<file path="src/rtl/riscv_decode_issue.sv">
// RV64IM decode/issue stage: combinational decode of raw instruction words into a small
// FIFO that feeds the executer over valid/ready, with handover statistics counters.
module riscv_decode_issue #(
    parameter int DEPTH = 2,
    parameter int CNT_W = 32
) (
    input  logic             clk,
    input  logic             reset_n,
    input  logic             flush,
    input  logic             in_valid,
    output logic             in_ready,
    input  logic [31:0]      in_insn,
    input  logic [63:0]      in_pc,
    output logic             out_valid,
    input  logic             out_ready,
    output logic [5:0]       out_op,
    output logic [4:0]       out_rd,
    output logic [4:0]       out_rs1,
    output logic [4:0]       out_rs2,
    output logic [63:0]      out_imm,
    output logic [63:0]      out_pc,
    output logic             out_illegal,
    output logic [CNT_W-1:0] decoded_cnt,
    output logic [CNT_W-1:0] illegal_cnt
);
    localparam int PTR_W = $clog2(DEPTH);
    localparam int OCC_W = $clog2(DEPTH + 1);

    typedef struct packed {
        logic [5:0]  op;
        logic [4:0]  rd;
        logic [4:0]  rs1;
        logic [4:0]  rs2;
        logic [63:0] imm;
        logic [63:0] pc;
        logic        illegal;
    } rec_t;

    logic [6:0]  opc;
    logic [2:0]  f3;
    logic [6:0]  f7;
    logic [63:0] imm_i;
    logic [63:0] imm_u;
    logic [63:0] imm_j;
    logic [5:0]  op_id;
    rec_t        dec;

    assign opc   = in_insn[6:0];
    assign f3    = in_insn[14:12];
    assign f7    = in_insn[31:25];
    assign imm_i = {{52{in_insn[31]}}, in_insn[31:20]};
    assign imm_u = {{32{in_insn[31]}}, in_insn[31:12], 12'h000};
    assign imm_j = {{43{in_insn[31]}}, in_insn[31], in_insn[19:12], in_insn[20],
                    in_insn[30:21], 1'b0};

    // Op id selection; 0 means the opcode/funct combination is not recognised.
    always_comb begin
        // NOTE: a default before the case keeps every path assigned, so no latch is inferred.
        op_id = 6'd0;
        case (opc)
            7'h33: begin
                case (f7)
                    7'h00: begin
                        case (f3)
                            3'd0: op_id = 6'd1;
                            3'd1: op_id = 6'd27;
                            3'd2: op_id = 6'd12;
                            3'd3: op_id = 6'd13;
                            3'd4: op_id = 6'd3;
                            3'd5: op_id = 6'd28;
                            3'd6: op_id = 6'd4;
                            default: op_id = 6'd5;
                        endcase
                    end
                    7'h20: begin
                        if (f3 == 3'd0) op_id = 6'd8;
                        else if (f3 == 3'd5) op_id = 6'd29;
                    end
                    7'h01: begin
                        case (f3)
                            3'd0: op_id = 6'd41;
                            3'd1: op_id = 6'd43;
                            3'd2: op_id = 6'd44;
                            3'd3: op_id = 6'd45;
                            3'd4: op_id = 6'd37;
                            3'd5: op_id = 6'd38;
                            3'd6: op_id = 6'd33;
                            default: op_id = 6'd34;
                        endcase
                    end
                    default: op_id = 6'd0;
                endcase
            end
            7'h3B: begin
                case (f7)
                    7'h00: begin
                        if (f3 == 3'd0) op_id = 6'd2;
                        else if (f3 == 3'd1) op_id = 6'd30;
                        else if (f3 == 3'd5) op_id = 6'd31;
                    end
                    7'h20: begin
                        if (f3 == 3'd0) op_id = 6'd9;
                        else if (f3 == 3'd5) op_id = 6'd32;
                    end
                    7'h01: begin
                        case (f3)
                            3'd0: op_id = 6'd42;
                            3'd4: op_id = 6'd39;
                            3'd5: op_id = 6'd40;
                            3'd6: op_id = 6'd35;
                            3'd7: op_id = 6'd36;
                            default: op_id = 6'd0;
                        endcase
                    end
                    default: op_id = 6'd0;
                endcase
            end
            7'h13: begin
                case (f3)
                    3'd0: op_id = 6'd6;
                    3'd1: op_id = (f7[6:1] == 6'h00) ? 6'd21 : 6'd0;
                    3'd2: op_id = 6'd10;
                    3'd3: op_id = 6'd11;
                    3'd4: op_id = 6'd15;
                    3'd5: begin
                        if (f7[6:1] == 6'h00) op_id = 6'd22;
                        else if (f7[6:1] == 6'h10) op_id = 6'd23;
                    end
                    3'd6: op_id = 6'd16;
                    default: op_id = 6'd14;
                endcase
            end
            7'h1B: begin
                if (f3 == 3'd0) op_id = 6'd7;
                else if (f3 == 3'd1 && f7 == 7'h00) op_id = 6'd24;
                else if (f3 == 3'd5 && f7 == 7'h00) op_id = 6'd25;
                else if (f3 == 3'd5 && f7 == 7'h20) op_id = 6'd26;
            end
            7'h37: op_id = 6'd17;
            7'h17: op_id = 6'd18;
            7'h6F: op_id = 6'd19;
            7'h67: op_id = (f3 == 3'd0) ? 6'd20 : 6'd0;
            default: op_id = 6'd0;
        endcase
    end

    // Field extraction by format; fields a format does not use stay zero.
    always_comb begin
        dec    = '0;
        dec.pc = in_pc;
        if (op_id == 6'd0) begin
            dec.illegal = 1'b1;
        end else begin
            dec.op = op_id;
            dec.rd = in_insn[11:7];
            case (opc)
                7'h33, 7'h3B: begin
                    dec.rs1 = in_insn[19:15];
                    dec.rs2 = in_insn[24:20];
                end
                7'h13, 7'h1B: begin
                    dec.rs1 = in_insn[19:15];
                    if (f3 == 3'd1 || f3 == 3'd5)
                        dec.imm = (opc == 7'h13) ? {58'd0, in_insn[25:20]} : {59'd0, in_insn[24:20]};
                    else
                        dec.imm = imm_i;
                end
                7'h67: begin
                    dec.rs1 = in_insn[19:15];
                    dec.imm = imm_i;
                end
                7'h37, 7'h17: dec.imm = imm_u;
                7'h6F:        dec.imm = imm_j;
                default:      dec.imm = '0;
            endcase
        end
    end

    rec_t             mem [DEPTH];
    rec_t             head;
    logic [PTR_W-1:0] wr_ptr;
    logic [PTR_W-1:0] rd_ptr;
    logic [OCC_W-1:0] occ;
    logic [OCC_W-1:0] occ_next;
    logic             push;
    logic             pop;

    function automatic logic [PTR_W-1:0] ptr_inc(input logic [PTR_W-1:0] p);
        return (p == PTR_W'(DEPTH - 1)) ? '0 : p + PTR_W'(1);
    endfunction

    assign out_valid = (occ != '0);
    assign push      = reset_n & ~flush & in_valid & in_ready;
    assign pop       = reset_n & ~flush & out_valid & out_ready;
    assign head      = mem[rd_ptr];

    always_comb begin
        case ({push, pop})
            2'b10:   occ_next = occ + OCC_W'(1);
            2'b01:   occ_next = occ - OCC_W'(1);
            default: occ_next = occ;
        endcase
    end

    // NOTE: record storage has no reset; occupancy alone decides what is visible.
    always_ff @(posedge clk) begin
        if (push) mem[wr_ptr] <= dec;
    end

    always_ff @(posedge clk) begin
        if (!reset_n) begin
            wr_ptr      <= '0;
            rd_ptr      <= '0;
            occ         <= '0;
            in_ready    <= 1'b0;
            decoded_cnt <= '0;
            illegal_cnt <= '0;
        end else if (flush) begin
            wr_ptr   <= '0;
            rd_ptr   <= '0;
            occ      <= '0;
            in_ready <= 1'b1;
        end else begin
            if (push) wr_ptr <= ptr_inc(wr_ptr);
            if (pop) begin
                rd_ptr      <= ptr_inc(rd_ptr);
                decoded_cnt <= decoded_cnt + CNT_W'(1);
                if (head.illegal) illegal_cnt <= illegal_cnt + CNT_W'(1);
            end
            occ      <= occ_next;
            in_ready <= (occ_next < OCC_W'(DEPTH));
        end
    end

    assign out_op      = out_valid ? head.op      : '0;
    assign out_rd      = out_valid ? head.rd      : '0;
    assign out_rs1     = out_valid ? head.rs1     : '0;
    assign out_rs2     = out_valid ? head.rs2     : '0;
    assign out_imm     = out_valid ? head.imm     : '0;
    assign out_pc      = out_valid ? head.pc      : '0;
    assign out_illegal = out_valid ? head.illegal : 1'b0;
endmodule

</file>
<file path="config.mk">
export PLATFORM = sky130hd
export DESIGN_NAME = riscv_decode_issue
export DESIGN_NICKNAME = d
export VERILOG_FILES = /design/src/rtl/riscv_decode_issue.sv
export SDC_FILE = /design/constraint.sdc
export NUM_CORES = 1
export LEC_CHECK = 0
export BUFFER_PORTS_ARGS = -buffer_cell sky130_fd_sc_hd__buf_2
export CORE_ASPECT_RATIO = 0.8
export CORE_MARGIN = 10
export CORE_UTILIZATION = 45
export CTS_CLUSTER_DIAMETER = 60
export CTS_CLUSTER_SIZE = 30
export DETAILED_ROUTE_END_ITERATION = 10
export PLACE_DENSITY_LB_ADDON = 0.2
export SYNTH_ARGS = -nofsm -noshare
export SYNTH_HDL_FRONTEND = slang
export SYNTH_SLANG_ARGS = --single-unit
</file>
<file path="constraint.sdc">
create_clock -name clk -period 8.23 [get_ports clk]
set_input_delay 0.4115 -clock clk [delete_from_list [all_inputs] [get_ports clk]]
set_output_delay 0.4115 -clock clk [all_outputs]
set_load 0.01 [all_outputs]
</file>
==> key figures, run 1 <==
Clock network
  – Clock Latency Late Sink: 0.53 ns
  – Total CTS buffers: 22
  – CTS tree: yes
  – Clock Path Buffers: 3
  – H-Tree Depth: 1
  – Resized cells post-CTS: 0
  – # Post-CTS Setup Buffers: 0
  – Num Clock Sinks: 306
  – Worst-path clk slew: 0.09 ns
  – Clock Tree Root: clkbuf_16
  – # hold bufs at CTS: 0

STA
  – Slew margin rel.: 25.8%
  – Final setup fails: 0
  – Setup TNS: 0 ns
  – Minimum clock period: 3.94 ns
  – F_max: 254 MHz
  – Fin. Hold Viols: 0
  – Slew Limit Fails: 0
  – Layout Skew: 0.0136 ns
  – RSZ-0062 raised after global routing: no
  – Hold WS: 0.0658 ns
  – Final critical-path share of the clock period: 47.9%
  – Slew at the pin closest to its max-slew limit: 1.11 ns

Floorplan
  – I/O Pins: 317
  – Die area: 37,500 um2
  – Die X: 214 um
  – CORE AREA: 29,500 um2
  – Row count: 56
  – Initial Util: 46.0%
  – Die Ht: 175 um

Global routing
  – Initial antenna violation count: 1
  – GRT Total Usage: 17.7%
  – Grt ovf: 0
  – First-pass GRT wire length: 54,000 um
  – Number of global-route vias before repair: 9,050
  – Largest net degree at the start of global routing: 78

Finish
  – Final #Nets: 1,489
  – Most frequent cells in the layout: buf_2 (316), edfxtp_1 (236), nor2_1 (155)
  – Final core occ: 54.4%
  – Reg area: 8490 um2
  – Area Growth Syn to Fin: 18.3%
  – Filler cells: 2,605
  – Multi-input gate area: 4560 um2
  – Layout cells sized above 1: 28.0%
  – Commonest non-fill, non-tap cell in the layout: buf_2

Route
  – Top layer in use: met4
  – DR vias: 9,401
  – DRT Pass-1 Iters: 5
  – Wire per inst: 19.3 um
  – Metal2 WL: 16,400 um
  – DRC Markers: 0
  – Total wire length: 34,900 um
  – DR WL met3: 1770 um
  – Met1 WL: 16,000 um
  – Detailed Route Iter0 Violations: 640
  – Final ANT Viol Nets: 0
  – Via density per instance: 5.21

Setup path
  – Crit path cell chain: buf_4 -> buf_4 -> mux2i_1 -> nor2_1 -> buf_4 -> buf_2
  – WP data required: 7.82 ns
  – Startpoint types: flip-flop
  – Crit. End Element: output pin
  – Slowest-stage cell, CP: dfxtp_4
  – Critical path peak fanout: 48
  – Crit path DAT: 3.53 ns
  – Most common cell on crit path: buf_4
  – CP top delay family: buffers and inverters
  – Buf+Inv Stages, Crit Path: 4
  – Worst path max stage delay: 0.79 ns
  – CP Class: flip-flop to output pin

Synth
  – Avg Synthesized Cell Area: 12.1 um2
  – Post-Syn Area: 13,600 um2
  – Synth warn: 0
  – Syn nets: 1,226
  – Main synth FF type: edfxtp_1
  – Yosys reg bits: 306
  – Mapped Cells: 1,119
  – Library cells used by synthesis: 63
  – Sequential area share after synthesis: 62.6%
  – Post-synth EDFFs: 236
  – Async SR Flop Fraction: 0%

Pwr
  – Leak pwr: 0.00589 uW
  – Tot Pwr: 2900 uW
  – Power per cell area: 181 nW/um2
  – Peak supply drop: 0.000108 V

Outcome
  – Status: completed

Placement
  – GPL Wtd Cong: 0.861
  – DP HPWL: 24,700 um
  – Buffers on Ports: 316

Flow run
  – Max_cap viols: 0

Hold path
  – Worst min-delay path category: input pin to flip-flop
logic make-up (layout without fill, tap and decap cells):
logic type                 after synthesis  count (layout)  synth area share (%)
adders and majority gates                6               6                 0.553
DFF                                    306             306                  62.6
and+or+nand+nor                        438             438                  16.1
other                                    0               1                     0
xor gates and xnor gates                58              58                  3.74
buffers and inverters                  103             382                  4.05
muxes                                  121             121                  8.94
AOI/OAI and AO/OA                       87              87                  4.01
worst reg2reg max path, stage by stage (launching register included):
cell,delay (ns)
dfxtp_4,0.79
mux2_2,0.32
and3_1,0.36
nand2_1,0.14
nor3_1,0.72
nand2_1,0.16
o311ai_0,0.32
o41ai_1,0.12
flip-flops by register name, indices dropped and copies added, names as in the netlist, named ones only:
name and flops:
mem 236, rd_ptr 1, wr_ptr 1, in_ready 1, illegal_cnt 32, decoded_cnt 32
occ 2
cell usage after synthesis, types with 2 or more instances:
cell	count	area share [%]
a2111oi_0	2	0.13
a211oi_1	3	0.17
a21boi_0	8	0.44
a21oi_1	30	1.1
a311oi_1	2	0.13
a31oi_1	4	0.18
and2_1	50	2.3
and3_1	8	0.37
and3b_1	3	0.19
and4_1	5	0.32
buf_1	16	0.44
buf_2	13	0.48
buf_4	32	1.8
buf_6	2	0.17
clkbuf_1	23	0.64
dfxtp_1	70	10
edfxtp_1	236	52
ha_1	6	0.55
inv_1	14	0.39
mux2i_1	120	8.9
nand2_1	68	1.9
nand2b_1	5	0.23
nand3_1	31	1.1
nand3b_1	3	0.17
nand4_1	23	1.1
nand4b_1	2	0.13
nor2_1	158	4.4
nor2_2	8	0.37
nor2b_1	16	0.74
nor3_1	20	0.74
nor4_1	8	0.37
nor4_2	4	0.37
nor4b_1	2	0.13
o21ai_0	20	0.74
o21ai_1	3	0.11
o22ai_1	2	0.092
or2_2	3	0.14
or3_1	15	0.69
xnor2_1	41	2.6
xor2_1	17	1.1
power by group:
group	switching, uW	total, uW	internal (uW)
combinational	66.5	102	35.1
clock	591	1140	544
sequential	2.08	1660	1660
layer usage:
layer | vias to the layer above | global-route usage, %
met4 | 0 | 3.83
met5 | - | 0
li1 | 4504 | -
met2 | 260 | 28.9
met3 | 35 | 3.07
met1 | 4602 | 24.4
cell type report:
cell class / instances / share of cell area, %
Timing Repair Buffer: 326 / 10.3
Multi-Input combinational cell: 710 / 28.4
Tap cell: 406 / 3.17
Antenna cell: 1 / 0.0156
Inverter: 16 / 0.374
Sequential cell: 306 / 52.9
Clock inverter: 16 / 1.24
Clock buffer: 24 / 3.54
through the flow:
stage | area, um2 | instances | setup WS (ns)
2_1_floorplan | 13600 | 1119 | 2.02
3_3_place_gp | 15300 | 1764 | 4.46
3_5_place_dp | 15300 | 1764 | 4.36
4_1_cts | 16000 | 1804 | 4.18
5_1_grt | 16000 | 1805 | 3.97
6_report | 16000 | 1805 | 4.29
path summary, 6_finish.rpt:
kind,to,slack [ns],start,cells past startpoint
max,out_imm[38],4.29,flip-flop,6
min,mem[0][31]$_DFFE_PP_,0.07,in_pc[30],1
max reg2reg,illegal_cnt[31]$_SDFFE_PN0P_,5.19,flip-flop,7
min reg2reg,illegal_cnt[31]$_SDFFE_PN0P_,0.47,illegal_cnt[31]$_SDFFE_PN0P_,1
(Power assumes the default switching activity.)
==> run 2: changes to the inputs <==
- clock period: 8.23 -> 3.19 ns (I/O delays scaled with it)
==> key figures, run 2 (same netlist as run 1, synthesis figures left out) <==
Outcome
  – Status: completed

Finish
  – Commonest non-fill, non-tap cell in the layout: buf_2
  – Filler cells: 2,474 (-5.0%)
  – Final #Nets: 1,580 (+6.1%)
  – Max reg flops: 236 (unchanged)
  – Multi-input gate area: 4560 um2 (unchanged)
  – Largest regs: mem: 236 flops, decoded_cnt: 32 flops, illegal_cnt: 32 flops
  – Post-Layout Cell Count: 1,898 (+5.2%)
  – Most frequent cells in the layout: buf_2 (316), edfxtp_1 (236), nor2_1 (155)
  – Reg area: 8490 um2 (unchanged)
  – Layout cells sized above 1: 27.3% (-0.67 points)
  – Final core occ: 58.1% (+3.7 points)
  – Area Growth Syn to Fin: 26.2%
  – Biggest register: mem

Setup path
  – Startpoint types: flip-flop
  – R2r setup slk: 0.71 ns (-4.48 ns)
  – Slowest-stage cell, CP: buf_6
  – Most common cell on crit path: buf_4
  – Worst path max stage delay: 0.56 ns (-0.23 ns)
  – Crit path DAT: 2.56 ns (-0.97 ns)
  – CP endpoint: out_imm[53]
  – Crit Reg-Reg Startpoint: occ[0]$_SDFFE_PP0N_
  – Crit. End Element: output pin
  – Crit path cell chain: nor2_4 -> buf_4 -> buf_6 -> nor2_1 -> buf_4 -> buf_2
  – Critical path peak fanout: 75 (+56%)
  – Crit. Startpoint: occ[0]$_SDFFE_PP0N_
  – WP data required: 3.03 ns (-4.79 ns)
  – Reg2reg end: decoded_cnt[23]$_SDFFE_PN0P_
  – CP Class: flip-flop to output pin
  – Worst reg-to-reg path cell count: 8 (+1)

Global routing
  – Initial antenna violation count: 1 (unchanged)
  – Largest net degree at the start of global routing: 118 (+51%)
  – Number of global-route vias before repair: 9,470 (+4.6%)
  – GRT Total Usage: 18.1% (+0.33 points)
  – First-pass GRT wire length: 55,400 um (+2.7%)
  – Grt ovf: 0 (unchanged)

STA
  – Layout Skew: 0.0139 ns (+0.000323 ns)
  – Setup WS post-layout: 0.470 ns (-3.82 ns)
  – RSZ-0062 raised after global routing: no
  – Minimum clock period: 2.72 ns
  – Final critical-path share of the clock period: 85.3%
  – Fin. Hold Viols: 0 (unchanged)
  – F_max: 368 MHz
  – Slew margin rel.: 38.3% (+12 points)
  – Slew at the pin closest to its max-slew limit: 0.926 ns (-0.187 ns)
  – Slew Limit Fails: 0 (unchanged)
  – Setup TNS: 0 ns (unchanged)
  – Final setup fails: 0 (unchanged)

Placement
  – GPL Wtd Cong: 0.872 (+1.2%)
  – Buffers on Ports: 316 (unchanged)
  – DP HPWL: 24,600 um (-0.21%)
  – Place WS: 0.355 ns (-4.00 ns)
  – Inst Count DP: 1,776 (+0.68%)

Floorplan
  – Initial Util: 46.0% (unchanged)
  – Die Ht: 175 um (unchanged)
  – Die area: 37,500 um2 (unchanged)
  – Die X: 214 um (unchanged)
  – CORE AREA: 29,500 um2 (unchanged)
  – Row count: 56 (unchanged)
  – I/O Pins: 317 (unchanged)

Route
  – Final ANT Viol Nets: 0 (unchanged)
  – Total wire length: 35,500 um (+1.8%)
  – DRC Markers: 0 (unchanged)
  – Via density per instance: 5.10 (-2.0%)
  – Detailed Route Iter0 Violations: 694 (+8.4%)
  – DRT Pass-1 Iters: 5 (unchanged)
  – Wire per inst: 18.7 um (-3.2%)
  – DR vias: 9,683 (+3.0%)

Clock network
  – Total CTS buffers: 24 (+9.1%)
  – Clock Latency Late Sink: 0.53 ns (about the same)
  – H-Tree Depth: 1 (unchanged)
  – CTS tree: yes
  – Num Clock Sinks: 306 (unchanged)
  – Worst-path clk slew: 0.08 ns (about the same)
  – Clock Path Buffers: 3 (unchanged)
  – Clock Tree Root: clkbuf_16
  – # Post-CTS Setup Buffers: 0 (unchanged)

Pwr
  – Peak supply drop: 0.000338 V (+210%)
  – Reg power frac: 54.3% (-3.0 points)
  – Sw frac: 22.7% (-0.033 points)
  – Cell internal pwr: 6100 uW (+170%)
  – Gate power share: 4.5% (+1.0 points)
  – P_sw: 1790 uW (+170%)
  – Leak pwr: 0.00636 uW (+8.0%)
  – Power per cell area: 461 nW/um2 (+160%)
  – Share of total power in the clock network: 41.2% (+2.1 points)

Hold path
  – Worst min-delay path category: input pin to flip-flop

Flow run
  – Max_cap viols: 0 (unchanged)
## run 2: cell types whose count changed in the layout (fill, tap and decap cells not counted)
cell           before  now
buf_12              0    8
buf_4              10   13
buf_6               0    1
bufinv_16           0    1
clkbuf_16          22   25
clkinv_8            5    4
clkinvlp_2          1    0
dlygate4sd3_1       0   77
inv_12              3    4
inv_6               2    1
inv_8               3    5
## run 2: per-stage QoR
step | cell area (um2) | hold WS, ns | total power [uW]
6_report | 17100 | 0.0166 | 7900
5_1_grt | 17100 | 0.0145 | 8180
4_1_cts | 17100 | 0.000189 | 7980
3_5_place_dp | 15500 | 0.351 | 4650
3_3_place_gp | 15500 | 0.348 | 4650
2_1_floorplan | 13600 | 0.258 | 4520
## run 2: routing by layer
layer	up-vias	routed length, um	GRT usage [%]	share of wire, %
met5	-	0	0	0
met4	0	822	4.72	2.3
met3	49	1640	2.94	4.6
met2	252	16800	29.4	47
met1	4686	16200	24.7	46
li1	4696	-	-	-
## run 2: critical path: cells and delay by family (launching register included)
family | cells | cell delay (ns)
buffers and inverters | 4 | 1.40
DFF | 1 | 0.37
and+or+nand+nor | 2 | 0.23
## run 2: worst min-delay path by stage
| stage | depth (start not counted) | startpoint | end | slack (ns) |
|---|---|---|---|---|
| after floorplan | 0 | in_pc[9] | mem[0][10]$_DFFE_PP_ | 0.26 |
| after global placement | 1 | in_pc[50] | mem[1][51]$_DFFE_PP_ | 0.35 |
| after detailed placement | 1 | in_pc[25] | mem[1][26]$_DFFE_PP_ | 0.35 |
| after CTS | 3 | in_insn[26] | mem[1][71]$_DFFE_PP_ | 0.0002 |
| after global routing | 3 | in_insn[15] | mem[1][134]$_DFFE_PP_ | 0.01 |
| final | 3 | in_insn[26] | mem[1][71]$_DFFE_PP_ | 0.02 |
## run 2: final cells by class
class,count,area share (%)
repair buffers,415,15.3
clock buffers,27,3.76
clock inverters,17,1.39
flip-flops and latches,306,49.6
multi-input cells,710,26.6
diodes,1,0.0146
well taps,406,2.97
inverters,16,0.351
## run 2: repair_timing
action                                 CTS  global route
resized for setup                        0             1
hold buffers                            77             0
endpoints found under the hold margin  155             0
setup endpoints to repair                0            33
## run 2: power groups by stage
| stage | Sequential, uW | Combinational (uW) | Clock [uW] |
|---|---|---|---|
| 2_1_floorplan | 4390 | 131 | 0 |
| 5_1_grt | 4290 | 384 | 3500 |
| 3_5_place_dp | 4380 | 272 | 0 |
| 4_1_cts | 4290 | 352 | 3330 |
| 3_3_place_gp | 4380 | 269 | 0 |
| 6_report | 4290 | 354 | 3260 |
==> run 3: changes to the inputs <==
- clock period: 3.19 -> 2.6 ns (I/O delays scaled with it)
==> key figures, run 3 (same netlist as run 1, synthesis figures left out) <==
Outcome
  – Status: completed

Global routing
  – First-pass GRT wire length: 58,400 um (+5.3%)
  – Grt ovf: 0 (unchanged)
  – Initial antenna violation count: 2 (+1)
  – Number of global-route vias before repair: 9,988 (+5.5%)
  – GRT Total Usage: 19.0% (+0.97 points)
  – Largest net degree at the start of global routing: 118 (unchanged)

Finish
  – Biggest register: mem
  – Largest regs: mem: 236 flops, decoded_cnt: 32 flops, illegal_cnt: 32 flops
  – Most frequent cells in the layout: buf_2 (314), edfxtp_1 (236), nor2_1 (153)
  – Commonest non-fill, non-tap cell in the layout: buf_2
  – Final #Nets: 1,638 (+3.7%)
  – Post-Layout Cell Count: 1,956 (+3.1%)
  – Final core occ: 60.0% (+1.9 points)
  – Max reg flops: 236 (unchanged)
  – Layout cells sized above 1: 29.8% (+2.5 points)
  – Area Growth Syn to Fin: 30.4%

STA
  – Slew margin rel.: 55.3% (+17 points)
  – Slew Limit Fails: 0 (unchanged)
  – Final setup fails: 0 (unchanged)
  – Setup TNS: 0 ns (unchanged)
  – F_max: 397 MHz
  – Fin. Hold Viols: 0 (unchanged)
  – Hold WS: 0.193 ns (+0.177 ns)
  – Final critical-path share of the clock period: 96.8%
  – Slew at the pin closest to its max-slew limit: 0.670 ns (-0.256 ns)
  – Minimum clock period: 2.52 ns
  – Layout Skew: 0.0278 ns (+0.0139 ns)

Pwr
  – Cell internal pwr: 7620 uW (+25%)
  – Gate power share: 5.0% (+0.5 points)
  – Reg power frac: 53.2% (-1.1 points)
  – Share of total power in the clock network: 41.8% (+0.6 points)
  – Peak supply drop: 0.000379 V (+12%)
  – Sw frac: 23.0% (+0.28 points)
  – Leak pwr: 0.00666 uW (+4.8%)
  – Power per cell area: 559 nW/um2 (+21%)
  – P_sw: 2270 uW (+27%)

Floorplan
  – Die X: 214 um (unchanged)
  – CORE AREA: 29,500 um2 (unchanged)
  – Initial Util: 46.0% (unchanged)
  – I/O Pins: 317 (unchanged)
  – Die area: 37,500 um2 (unchanged)
  – Die Ht: 175 um (unchanged)
  – Row count: 56 (unchanged)

Route
  – Wire per inst: 19.2 um (+2.9%)
  – Detailed Route Iter0 Violations: 777 (+12%)
  – Metal2 WL: 18,600 um (+11%)
  – DR vias: 10.0k (+3.6%)
  – Via density per instance: 5.13 (+0.53%)
  – DRC Markers: 0 (unchanged)
  – Final ANT Viol Nets: 0 (unchanged)
  – DR WL met3: 2110 um (+29%)
  – Met1 WL: 16,500 um (+1.8%)
  – Total wire length: 37,600 um (+6.0%)
  – Top layer in use: met4
  – DRT Pass-1 Iters: 5 (unchanged)

Clock network
  – Total CTS buffers: 25 (+4.2%)
  – Worst-path clk slew: 0.08 ns (about the same)
  – CTS tree: yes
  – Num Clock Sinks: 306 (unchanged)
  – H-Tree Depth: 1 (unchanged)
  – Clock Tree Root: clkbuf_16
  – Clock Path Buffers: 3 (unchanged)
  – Clock Latency Late Sink: 0.54 ns (about the same)

Setup path
  – Startpoint types: input pin
  – WP data required: 2.84 ns (-0.19 ns)
  – Critical path peak fanout: 16 (-79%)
  – Crit. End Element: flip-flop
  – Crit path DAT: 2.76 ns (+0.20 ns)
  – CP Class: input pin to flip-flop

Hold path
  – Worst min-delay path category: input pin to flip-flop

Flow run
  – Max_cap viols: 0 (unchanged)

Placement
  – Buffers on Ports: 316 (unchanged)
  – GPL Wtd Cong: 0.897 (+2.9%)
  – DP HPWL: 25,500 um (+3.4%)
  – Inst Count DP: 1,821 (+2.5%)
-- run 3: cell types whose count changed in the layout (fill, tap and decap cells not counted), moves of 2 or more --
| cell | before | now |
|---|---|---|
| a2111oi_0 | 2 | 0 |
| dlygate4sd3_1 | 77 | 86 |
| buf_4 | 13 | 59 |
| a2111oi_1 | 0 | 2 |
| nor2_1 | 155 | 153 |
| buf_2 | 316 | 314 |
| clkbuf_4 | 0 | 2 |
| nor3_1 | 20 | 18 |
| nor2_2 | 8 | 10 |
-- run 3: power by group through the flow --
| stage | Combinational (uW) | Clock (uW) | Sequential (uW) |
|---|---|---|---|
| after floorplan | 162 | 0 | 5380 |
| after global placement | 371 | 0 | 5370 |
| after detailed placement | 375 | 0 | 5380 |
| after CTS | 484 | 4250 | 5260 |
| after global routing | 536 | 4430 | 5270 |
| final | 497 | 4130 | 5260 |
-- run 3: metrics by stage --
stage | power (uW) | setup WS, ns | instance area, um2
finish | 9890 | 0.0825 | 17700
global route | 10200 | -0.00767 | 17700
detailed placement | 5750 | -0.136 | 15800
CTS | 9990 | 0.0493 | 17600
floorplan | 5540 | -0.287 | 13600
global placement | 5750 | -0.0580 | 15800
-- run 3: final cells by class --
cell class,instances,area [um2]
Clock buffer,25,626
Inverter,16,60.1
Antenna cell,2,5.00
Clock inverter,19,294
Timing Repair Buffer,472,3110
Sequential cell,306,8490
Tap cell,406,508
Fill cell,2421,11800
Multi-Input combinational cell,710,4590
-- run 3: worst paths after layout --
kind | startpoint | end | slack (ns) | cells after the start
hold / removal | in_insn[30] | mem[0][95]$_DFFE_PP_ | 0.19 | 4
setup reg to reg | occ[0]$_SDFFE_PP0N_ | illegal_cnt[31]$_SDFFE_PN0P_ | 0.36 | 9
setup / recovery | in_insn[28] | mem[0][94]$_DFFE_PP_ | 0.08 | 12
hold reg to reg | illegal_cnt[31]$_SDFFE_PN0P_ | illegal_cnt[31]$_SDFFE_PN0P_ | 0.47 | 1
-- run 3: critical path, stage by stage --
cell and delay [ns]:
dlygate4sd3_1 0.54, buf_2 0.17, nor2_2 0.10, and2_1 0.17
a31o_1 0.21, a211o_1 0.29, or3_4 0.39, nor4_4 0.20
buf_4 0.18, buf_12 0.15, buf_4 0.15, a21oi_1 0.05
-- run 3: metal layers --
layer	track usage, %	vias to the layer above
met3	2.95	31
met1	25.5	4898
met2	32.6	288
li1	-	4815
met5	0	-
met4	3.04	0
-- run 3: what timing repair did --
item,in CTS,in global routing
endpoints found under the setup margin,0,130
hold endpoints to repair,186,1
resized for setup,0,12
buffers inserted,0,2
hold buffers,85,1
